`config.mk`:
```
export PLATFORM = sky130hd
export DESIGN_NAME = imem_loader_flat
export DESIGN_NICKNAME = d
export VERILOG_FILES = /design/src/rtl/riscv_pkg.sv /design/src/rtl/imem_loader_if.sv /design/src/rtl/byte_packer.sv /design/src/rtl/imem_loader.sv /design/src/flat_wrapper.sv
export SDC_FILE = /design/constraint.sdc
export NUM_CORES = 1
export LEC_CHECK = 0
export ABC_AREA = 1
export CELL_PAD_IN_SITES_DETAIL_PLACEMENT = 1
export CELL_PAD_IN_SITES_GLOBAL_PLACEMENT = 2
export CORE_ASPECT_RATIO = 0.7
export CORE_MARGIN = 1
export CORE_UTILIZATION = 33
export CTS_CLUSTER_SIZE = 28
export DETAILED_ROUTE_END_ITERATION = 16
export PLACE_DENSITY = 0.84
export SETUP_SLACK_MARGIN = 0.4
export SYNTH_ARGS = -nofsm -noshare
export SYNTH_HDL_FRONTEND = slang
export SYNTH_SLANG_ARGS = --single-unit
```
`constraint.sdc`:
```
create_clock -name clk -period 3.3 [get_ports clk]
set_input_delay 0.66 -clock clk [delete_from_list [all_inputs] [get_ports clk]]
set_output_delay 0.66 -clock clk [all_outputs]
set_load 0.01 [all_outputs]
```
`src/rtl/riscv_pkg.sv`:
```
// Shared loader definitions: FSM state encoding and word geometry.
package riscv_pkg;

    typedef enum logic [2:0] {
        LdIdle  = 3'd0,
        LdLen   = 3'd1,
        LdData  = 3'd2,
        LdFlush = 3'd3,
        LdDone  = 3'd4,
        LdErr   = 3'd5
    } loader_state_t;

    localparam int unsigned WORD_BYTES = 4;

endpackage

```
`src/rtl/imem_loader_if.sv`:
```
// Byte stream input and instruction-memory word write port of the loader.
interface imem_loader_if #(
    parameter int unsigned ADDRESS_WIDTH = 32,
    parameter int unsigned DATA_WIDTH    = 8
);
    logic                     in_valid;
    logic [DATA_WIDTH-1:0]    in_data;
    logic                     in_ready;
    logic                     WE;
    logic [ADDRESS_WIDTH-1:0] WA;
    logic [31:0]              WD;
    logic [3:0]               WBE;

    // master: the loader (consumes the stream, drives memory writes)
    modport master (
        input  in_valid, in_data,
        output in_ready, WE, WA, WD, WBE
    );

    // slave: the environment (stream source and memory)
    modport slave (
        output in_valid, in_data,
        input  in_ready, WE, WA, WD, WBE
    );
endinterface

```
`src/rtl/byte_packer.sv`:
```
// Big-endian lane demux and word/byte-enable accumulator for the loader.
module byte_packer
    import riscv_pkg::*;
(
    input  logic                    clk,
    input  logic                    rst_n,
    input  logic                    clear,
    input  logic                    push,
    input  logic                    emit,
    input  logic [1:0]              lane,
    input  logic [7:0]              data,
    output logic [8*WORD_BYTES-1:0] word,
    output logic [WORD_BYTES-1:0]   be
);

    logic [8*WORD_BYTES-1:0] word_q;
    logic [WORD_BYTES-1:0]   be_q;

    // word/be include the byte being pushed this cycle, so the top can register them on emit
    always_comb begin
        word = word_q;
        be   = be_q;
        if (push) begin
            unique case (lane)
                2'd0: begin word[31:24] = data; be[3] = 1'b1; end
                2'd1: begin word[23:16] = data; be[2] = 1'b1; end
                2'd2: begin word[15:8]  = data; be[1] = 1'b1; end
                2'd3: begin word[7:0]   = data; be[0] = 1'b1; end
            endcase
        end
    end

    always_ff @(posedge clk or negedge rst_n) begin
        if (!rst_n) begin
            word_q <= '0;
            be_q   <= '0;
        end else if (clear || (push && emit)) begin
            word_q <= '0;
            be_q   <= '0;
        end else if (push) begin
            word_q <= word;
            be_q   <= be;
        end
    end

endmodule

```
`src/rtl/imem_loader.sv`:
```
// Instruction-memory loader: length-prefixed byte stream to registered word writes,
// holding the CPU in reset until the image is complete.
module imem_loader
    import riscv_pkg::*;
#(
    parameter int unsigned ADDRESS_WIDTH = 32,
    parameter int unsigned DATA_WIDTH    = 8,
    parameter int unsigned MEM_BYTES     = 1024
) (
    input  logic          clk,
    input  logic          rst_n,
    input  logic          start,
    imem_loader_if.master bus,
    output logic          busy,
    output logic          done,
    output logic          error,
    output logic          cpu_hold
);

    localparam logic [2:0] StIdle  = LdIdle;
    localparam logic [2:0] StLen   = LdLen;
    localparam logic [2:0] StData  = LdData;
    localparam logic [2:0] StFlush = LdFlush;
    localparam logic [2:0] StDone  = LdDone;
    localparam logic [2:0] StErr   = LdErr;

    logic [2:0]  state_q, state_d;
    logic [31:0] cnt_q, cnt_d;
    logic [31:0] len_q, len_d;
    logic [31:0] hdr_len;
    logic        hs, last_byte;

    logic        pk_clear, pk_push, pk_emit;
    logic [31:0] pk_word;
    logic [3:0]  pk_be;

    logic                     in_ready_q;
    logic                     we_q;
    logic [ADDRESS_WIDTH-1:0] wa_q;
    logic [31:0]              wd_q;
    logic [3:0]               wbe_q;
    logic                     busy_q, done_q, error_q, cpu_hold_q;

    assign hs        = bus.in_valid & in_ready_q;
    assign hdr_len   = {len_q[23:0], bus.in_data[7:0]};
    assign last_byte = (cnt_q + 32'd1) == len_q;

    always_comb begin
        state_d  = state_q;
        cnt_d    = cnt_q;
        len_d    = len_q;
        pk_clear = 1'b0;
        pk_push  = 1'b0;
        pk_emit  = 1'b0;
        unique case (state_q)
            StIdle: begin
                cnt_d    = '0;
                len_d    = '0;
                pk_clear = 1'b1;
                if (start) state_d = StLen;
            end
            StLen: begin
                if (hs) begin
                    len_d = hdr_len;
                    cnt_d = cnt_q + 32'd1;
                    if (cnt_q[1:0] == 2'd3) begin
                        cnt_d = '0;
                        if (hdr_len == 32'd0)           state_d = StDone;
                        else if (hdr_len > MEM_BYTES)   state_d = StErr;
                        else                            state_d = StData;
                    end
                end
            end
            StData: begin
                if (hs) begin
                    pk_push = 1'b1;
                    pk_emit = (cnt_q[1:0] == 2'd3) || last_byte;
                    cnt_d   = cnt_q + 32'd1;
                    if (last_byte) state_d = StFlush;
                end
            end
            StFlush: state_d = StDone;
            StDone, StErr: begin
                if (start) begin
                    state_d  = StLen;
                    cnt_d    = '0;
                    len_d    = '0;
                    pk_clear = 1'b1;
                end
            end
            default: state_d = StIdle;
        endcase
    end

    byte_packer u_packer (
        .clk   (clk),
        .rst_n (rst_n),
        .clear (pk_clear),
        .push  (pk_push),
        .emit  (pk_emit),
        .lane  (cnt_q[1:0]),
        .data  (bus.in_data[7:0]),
        .word  (pk_word),
        .be    (pk_be)
    );

    // Status and in_ready are registered from the next state, so nothing is combinational
    always_ff @(posedge clk or negedge rst_n) begin
        if (!rst_n) begin
            state_q    <= StIdle;
            cnt_q      <= '0;
            len_q      <= '0;
            in_ready_q <= 1'b0;
            we_q       <= 1'b0;
            wa_q       <= '0;
            wd_q       <= '0;
            wbe_q      <= '0;
            busy_q     <= 1'b0;
            done_q     <= 1'b0;
            error_q    <= 1'b0;
            cpu_hold_q <= 1'b1;
        end else begin
            state_q    <= state_d;
            cnt_q      <= cnt_d;
            len_q      <= len_d;
            in_ready_q <= (state_d == StLen) || (state_d == StData);
            we_q       <= pk_emit;
            if (pk_emit) begin
                wa_q  <= ADDRESS_WIDTH'({cnt_q[31:2], 2'b00});
                wd_q  <= pk_word;
                wbe_q <= pk_be;
            end
            busy_q     <= (state_d == StLen) || (state_d == StData) || (state_d == StFlush);
            done_q     <= state_d == StDone;
            error_q    <= state_d == StErr;
            cpu_hold_q <= state_d != StDone;
        end
    end

    assign bus.in_ready = in_ready_q;
    assign bus.WE       = we_q;
    assign bus.WA       = wa_q;
    assign bus.WD       = wd_q;
    assign bus.WBE      = wbe_q;
    assign busy         = busy_q;
    assign done         = done_q;
    assign error        = error_q;
    assign cpu_hold     = cpu_hold_q;

endmodule
```
`src/flat_wrapper.sv`:
```
// flat-port wrapper written by rule: the top's interface ports become plain ports
module imem_loader_flat import riscv_pkg::*;
#(
    parameter int unsigned ADDRESS_WIDTH = 32,
    parameter int unsigned DATA_WIDTH    = 8,
    parameter int unsigned MEM_BYTES     = 1024
)
  (clk, rst_n, start, busy, done, error, cpu_hold, bus_in_valid, bus_in_data, bus_in_ready, bus_WE, bus_WA, bus_WD, bus_WBE);
  imem_loader_if #(.ADDRESS_WIDTH(ADDRESS_WIDTH), .DATA_WIDTH(DATA_WIDTH)) bus_i ();
  input  logic clk;
  input  logic rst_n;
  input  logic start;
  output logic busy;
  output logic done;
  output logic error;
  output logic cpu_hold;
  input wire logic [$bits(bus_i.in_valid)-1:0] bus_in_valid;
  input wire logic [$bits(bus_i.in_data)-1:0] bus_in_data;
  output wire logic [$bits(bus_i.in_ready)-1:0] bus_in_ready;
  output wire logic [$bits(bus_i.WE)-1:0] bus_WE;
  output wire logic [$bits(bus_i.WA)-1:0] bus_WA;
  output wire logic [$bits(bus_i.WD)-1:0] bus_WD;
  output wire logic [$bits(bus_i.WBE)-1:0] bus_WBE;
  assign bus_i.in_valid = bus_in_valid;
  assign bus_i.in_data = bus_in_data;
  assign bus_in_ready = bus_i.in_ready;
  assign bus_WE = bus_i.WE;
  assign bus_WA = bus_i.WA;
  assign bus_WD = bus_i.WD;
  assign bus_WBE = bus_i.WBE;
  imem_loader #(.ADDRESS_WIDTH(ADDRESS_WIDTH), .DATA_WIDTH(DATA_WIDTH), .MEM_BYTES(MEM_BYTES)) u_core (.clk(clk), .rst_n(rst_n), .start(start), .bus(bus_i), .busy(busy), .done(done), .error(error), .cpu_hold(cpu_hold));
endmodule
```
==> metrics.yaml <==
die-area_um2: 27240
finalPower_w: 0.006989
fin_crit_sh_pct: 84.63
hp-class: "primary input to async pin"
portBuffers: 83
clockRootBuffer: "clkbuf_16"
wl_mm: 32.17
combPwrFrac_pct: 32.4
cts_max_level: 4
post_drt_wl_per_cell_um: 19.71
clk_pin_slew_ns: 0.06
rows: 49
grt_antenna_before_repair: 0
final.fill_count: 3157
end_kind: "flop"
yosys_warnings: 0
drt_pass1_iterations: 5
postCtsHoldBufs: 0
async_flop_share_pct: 100.0
cts.sinks: 175
clock_skew_ns: 0.01371
cp.arrival_ns: 3.18
grt.total_usage_pct: 23.89
ys_ff_latch: 175
synth.avg_cell_area_um2: 7.593
nets: 1279
path_class: "flop to flop"
cp_slowest_cell: "dfrtp_1"
internal_power_w: 0.004301
grt_overflow: 0
ys.flop_type: "dfrtp_1"
wl_met3_mm: 2.036
insertion_delay_ns: 0.45
crit_chain: "ha_2 -> inv_2 -> buf_6 -> ha_4 -> inv_1 -> nand2_1 -> nand2_1 -> nor2_1 -> nand3_1 -> nor2_1 -> nand3_1 -> nor2_2 -> nand2_1 -> nor2_1 -> nand2_1 -> nor2_4 -> nand2_4 -> nand2_8 -> clkbuf_16 -> nand2_1 -> nand2_1"
synthTopCellsByArea: "dfrtp_1, nand2_1, nand3_1, inv_1, nor2_1"
cp.required_ns: 3.68
seqPwrFrac_pct: 36.2
wl_met2_mm: 13.14
slew_violations: 0
syn-instance-count: 1155
setup_viol: 0
die_x_um: 196.8
diodes: 0
grt_pass1_wl_mm: 49.44
cts_tree: "done"
ys_top_cells_by_count: "nand2_1, dfrtp_1, nand3_1"
switching_share_pct: 38.46
drv_cap: 0
ios: 86
cts_max_path_buffers: 2
synth_cell_types: 35
start_kind: "flop"
start_util_pct: 33.90
slowest_delay_ns: 0.36
worst_slew_pin_slew_ns: 0.7680
hold_viol: 0
wl_met1_mm: 16.71
post-dp-hpwl_mm: 21.94
synth_seq_area_share_pct: 49.95
core_um2: 25870
synth_area_um2: 8770
highest_layer: "met4"
critPathMaxFanout: 8
synth_top_cell_by_area: "dfrtp_1"
rsz0062_at_grt: "true"
clkPwrFrac_pct: 31.4
slew_headroom_pct: 48.80
synth.top_cell.area_share_pct: 49.65
via_count: 8388
area_growth_pct: 26.91
grt_max_degree: 73
drtAntennaViolNets: 0
switchingPower_w: 0.002688
synth_edf_count: 0
gp_congestion: 0.8836
timing.fmax_mhz: 358.1
via_per_inst: 5.140
peakVddDrop_uv: 371.2
post-route-drc-count: 0
outcome: "finished, final reports clean"
setup_tns_ns: 0
cts_buffers: 17
cpMostUsedCell: "nand2_1"
min_period_ns: 2.793
synth.most_common_cell: "nand2_1"
drt_iter0_drc: 610
drive_gt1_share_pct: 10.43
p_per_area_nw_per_um2: 628.0
grt_pass1_vias: 8510
fp.dieH_um: 138.4
leakage_nw: 5.565
[critical path, delay by kind of cell (launching register included)]
family,cells,cell delay [ns]
flops,1,0.36
fa+ha+maj,2,0.47
simple gates,15,1.47
buf+inv,4,0.41
[kinds of logic after synthesis]
group | synth area share (%)
and+or+nand+nor | 32.90
buffers and inverters | 8.660
DFF | 49.95
AOI/OAI and AO/OA | 7.433
adders and majority gates | 0.7134
xor gates and xnor gates | 0.2997
other | 0.04276
[placed cells by master, fill, tap and decap left out, types with 8 or more instances in the layout]
cell and instances:
buf_12 8, buf_4 30, clkbuf_16 20, clkdlybuf4s50_1 82, dfrtp_1 164, dfrtp_2 10
inv_1 140, nand2_1 359, nand2_2 10, nand3_1 158, nand4_1 15, nor2_1 92
nor2_2 10, nor2_4 12, o21a_1 8, o21ai_0 49, o22ai_1 46
[worst paths after layout]
kind                                   startpoint                end  slack, ns  cells after the start
worst min register to register  u_core.bus.WA[16]  u_core.bus.WA[16]       0.50                      2
worst min-delay path                        rst_n  u_core.bus.WD[15]       0.25                      1
max in group asynchronous                   rst_n   u_core.cnt_q[12]       2.14                      2
min in group clk                u_core.bus.WA[16]  u_core.bus.WA[16]       0.50                      2
worst max-delay path              u_core.cnt_q[0]  u_core.bus.WA[17]       0.51                     21
worst max register to register    u_core.cnt_q[0]  u_core.bus.WA[17]       0.51                     21
[registers in the layout, indices dropped and copies added, names as in the netlist]
register / count
u_core.bus.WBE: 4
u_core.bus.in_ready: 1
u_core.len_q: 32
u_core.cnt_q: 32
u_core.u_packer.word_q: 32
u_core.bus.WE: 1
u_core.cpu_hold: 1
u_core.error: 1
u_core.state_q: 3
u_core.done: 1
u_core.u_packer.be_q: 4
u_core.bus.WA: 30
u_core.bus.WD: 32
u_core.busy: 1
[per-stage QoR]
stage          hold WS (ns)  instance area [µm²]  util, %  setup WS (ns)  instances
2_1_floorplan        0.3644                 8773        -         0.7747       1156
3_3_place_gp         0.4759                10180    39.33         0.2153       1586
3_5_place_dp         0.4897                10180    39.33         0.1239       1586
4_1_cts              0.2725                10880    42.04         0.4074       1621
5_1_grt              0.3065                11130    43.02         0.3691       1632
6_report             0.2458                11130    43.02         0.5072       1632
[routing by layer]
layer / up-vias / global-route usage (%)
met3: 24 / 5.538
met5: - / 0
met4: 0 / 6.079
li1: 3903 / -
met2: 215 / 32.71
met1: 4246 / 37.19
[cell type report]
class                           count  area, µm²  share of cell area (%)
Clock inverter                     11      162.7                   1.461
Inverter                          146      548.0                   4.924
Multi-Input combinational cell    793       3744                   33.64
Clock buffer                       21      450.4                   4.047
Tap cell                          357      446.7                   4.013
Timing Repair Buffer              129       1385                   12.45
Sequential cell                   175       4393                   39.47
[power by group through the flow]
stage / clock [W] / combinational (W) / sequential [W]
floorplan: 0 / 0.00123 / 0.00252
global placement: 0 / 0.00213 / 0.00256
detailed placement: 0 / 0.00215 / 0.00256
CTS: 0.00223 / 0.00219 / 0.00252
global route: 0.00230 / 0.00243 / 0.00255
finish: 0.00219 / 0.00227 / 0.00253
[what timing repair did]
action                     4_1_cts  5_1_grt
gates cloned                     2        4
setup buffers                    1        7
setup endpoints to repair      102      103
gates resized for setup          7       34
pin swaps                        1        4
Power figures use the tool's default switching activity.
==> RTL change 1 (same flow settings) <==
`ADDRESS_WIDTH` is set to 32 in 3 places; all go to 28.
--- a/src/rtl/imem_loader_if.sv
+++ b/src/rtl/imem_loader_if.sv
@@ -1,6 +1,6 @@
 // Byte stream input and instruction-memory word write port of the loader.
 interface imem_loader_if #(
-    parameter int unsigned ADDRESS_WIDTH = 32,
+    parameter int unsigned ADDRESS_WIDTH = 28,
     parameter int unsigned DATA_WIDTH    = 8
 );
     logic                     in_valid;
--- a/src/rtl/imem_loader.sv
+++ b/src/rtl/imem_loader.sv
@@ -3,7 +3,7 @@
 module imem_loader
     import riscv_pkg::*;
 #(
-    parameter int unsigned ADDRESS_WIDTH = 32,
+    parameter int unsigned ADDRESS_WIDTH = 28,
     parameter int unsigned DATA_WIDTH    = 8,
     parameter int unsigned MEM_BYTES     = 1024
 ) (
--- a/src/flat_wrapper.sv
+++ b/src/flat_wrapper.sv
@@ -1,7 +1,7 @@
 // flat-port wrapper written by rule: the top's interface ports become plain ports
 module imem_loader_flat import riscv_pkg::*;
 #(
-    parameter int unsigned ADDRESS_WIDTH = 32,
+    parameter int unsigned ADDRESS_WIDTH = 28,
     parameter int unsigned DATA_WIDTH    = 8,
     parameter int unsigned MEM_BYTES     = 1024
 )
Ports: changed (resized bus_WA); port bits go from 86 to 82. No check against the original RTL was run, so the function may have changed too.
==> RTL change 1 against the unedited design <==
Total power shrank 3.1%; final area shrank 2.1%; first-iteration DRC count shrank 25%; cell count shrank 2.6%; sequential cell count shrank 4; worst setup slack gained 0.018 ns; synthesized area grew 2.6%; largest power group unchanged; wire length shrank 10%.
==> RTL change 1: results <==
global_routing:
  grt_pass1_vias: 8153
  grt_max_degree: 76
  grt_usage_pct: 21.88
place:
  dpl_cell_area_um2: 10210
  dp_hpwl_mm: 20.95
  io_buffers: 79
  gp_congestion: 0.8471
critical_path:
  timing.rr.start: "u_core.cnt_q[6]"
  reg2reg_depth: 16
  reg2reg_slack_ns: 0.53
  worstPathArrival_ns: 3.10
  crit_end: "u_core.bus.WD[24]"
  cp_slowest_cell: "dfrtp_2"
  critPathMaxStageDelay_ns: 0.47
detailed_routing:
  met3_length_mm: 1.274
  met1Wirelength_mm: 15.34
  num_vias: 7790
  finalWirelength_mm: 28.83
  dr_wl_met2_mm: 11.90
  drt_iter0_markers: 459
logic_synthesis:
  ys_top_cells_by_count: "365 x nand2_1, 170 x dfrtp_1, 141 x inv_1"
  seq_area_frac_synth_pct: 47.59
  synth_xor_xnor_area_share_pct: 0.7930
  synth.distinct_cells: 39
layout:
  clock_cell_area_share_pct: 5.672
  num-clock-buffers: 22
  multi_input_gates: 762
  seq_area_um2: 4297
  multi_input_area_um2: 3865
  nets: 1229
  drive_above_1_share_pct: 14.12
  buf_share_pct: 10.21
  final.fill_count: 3281
power:
  powerDensity_nw_per_um2: 621.7
  swShare_pct: 37.59
  seq-power_w: 0.00252
  ir_drop_mv: 0.4029
  p_leak_nw: 5.388
timing:
  skew_ns: 0.01480
  max_slew_margin_pct: 51.61
outcome:
  status: "finished, final reports clean"
RTL change 1: metal layers:
metal	vias up	track usage (%)
met4	0	5.304
met1	3909	34.54
li1	3716	-
met2	143	30.53
met3	22	3.516
met5	-	0
RTL change 1: per-stage QoR:
| stage | total power (W) | instances | utilization [%] | setup slack, ns | hold WS (ns) |
|---|---|---|---|---|---|
| 2_1_floorplan | 0.003739 | 1118 | - | 0.8646 | 0.3644 |
| 5_1_grt | 0.007095 | 1589 | 40.70 | 0.3719 | 0.3132 |
| 4_1_cts | 0.006789 | 1588 | 40.46 | 0.4400 | 0.2768 |
| 3_3_place_gp | 0.004580 | 1556 | 38.15 | 0.4581 | 0.4770 |
| 6_report | 0.006775 | 1589 | 40.70 | 0.5256 | 0.2522 |
| 3_5_place_dp | 0.004585 | 1556 | 38.15 | 0.4205 | 0.4923 |
==> RTL change 2 (same settings) <==
Made on the original files. Remove the register `error_q`: a continuous assignment takes its place, so the output `error` follows one clock earlier.
--- a/src/rtl/imem_loader.sv
+++ b/src/rtl/imem_loader.sv
@@ -117,7 +117,6 @@
             wbe_q      <= '0;
             busy_q     <= 1'b0;
             done_q     <= 1'b0;
-            error_q    <= 1'b0;
             cpu_hold_q <= 1'b1;
         end else begin
             state_q    <= state_d;
@@ -132,10 +131,11 @@
             end
             busy_q     <= (state_d == StLen) || (state_d == StData) || (state_d == StFlush);
             done_q     <= state_d == StDone;
-            error_q    <= state_d == StErr;
             cpu_hold_q <= state_d != StDone;
         end
     end
+
+    assign error_q = state_d == StErr;
 
     assign bus.in_ready = in_ready_q;
     assign bus.WE       = we_q;
Check against the original RTL: not equivalent (a bounded check fails within 10 cycles, from zero or initial values and one cycle with rst_n low).
==> RTL change 2 against the unedited design <==
First-iteration DRC count is 4.3% lower; sequential power barely moved; wire length increased by 1.1%; maximum frequency fell by 4.6%; total power is 9.9% higher; worst setup slack worse by 0.13 ns; final area is 4.9% higher; synthesized area down 0.29%; clock skew is 0.0038 ns lower; register-to-register slack worse by 0.09 ns; non-clock buffer count rose by 42; sequential cell count down 1; sequential share of layout area down 2.0 points.
==> RTL change 2: results <==
critical_path:
  reg2reg_slack_ns: 0.42
  startpoint: "u_core.len_q[21]"
  rr_endpoint: "u_core.u_packer.word_q[12]"
  worstPathArrival_ns: 2.27
logic_synthesis:
  ys_top_cells_by_count: "368 x nand2_1, 173 x dfrtp_1, 158 x nand3_1"
  synth_area_per_cell_um2: 7.578
detailed_routing:
  met1Wirelength_mm: 16.93
  drt_iter0_markers: 584
  avgViaCountPerCell: 5.033
  finalWirelength_mm: 32.50
layout:
  final_area_um2: 11680
  buf_share_pct: 14.43
  clock_cell_area_share_pct: 5.314
  final.fill_count: 3130
  post-route-util_pct: 45.13
  drive_above_1_share_pct: 18.92
power:
  swShare_pct: 40.15
global_routing:
  grt_use_met3_pct: 5.489
  grt_util_met2_pct: 31.39
  grt_max_degree: 68
timing:
  fin_crit_sh_pct: 88.71
clocking:
  postCtsResizedCells: 28
  cts_sinks: 174
outcome:
  status: "finished, final reports clean"
place:
  place_ws_ns: -0.2383
  dpl_cell_area_um2: 10200
-- RTL change 2: cell count changes after synthesis --
cell | unedited run | this run
dfrtp_1 | 174 | 173
-- RTL change 2: worst min-delay path by stage --
stage / from / to / slack, ns / cells after the start
floorplan: rst_n / u_core.bus.WA[10] / 0.36 / 0
global placement: u_core.u_packer.be_q[3] / u_core.u_packer.be_q[3] / 0.48 / 2
detailed placement: u_core.u_packer.be_q[0] / u_core.u_packer.be_q[0] / 0.49 / 2
CTS: rst_n / u_core.bus.WD[13] / 0.24 / 1
global route: rst_n / u_core.bus.WD[10] / 0.27 / 1
finish: rst_n / u_core.bus.WD[13] / 0.22 / 1
-- RTL change 2: logic make-up after synthesis --
kind of cell | count (synthesis) | share of synthesized area (%)
DFF | 174 | 49.81
xor gates and xnor gates | 3 | 0.3005
adders and majority gates | 5 | 0.7154
AOI/OAI and AO/OA | 112 | 7.455
other | 1 | 0.04288
buffers and inverters | 188 | 8.685
and+or+nand+nor | 671 | 32.99
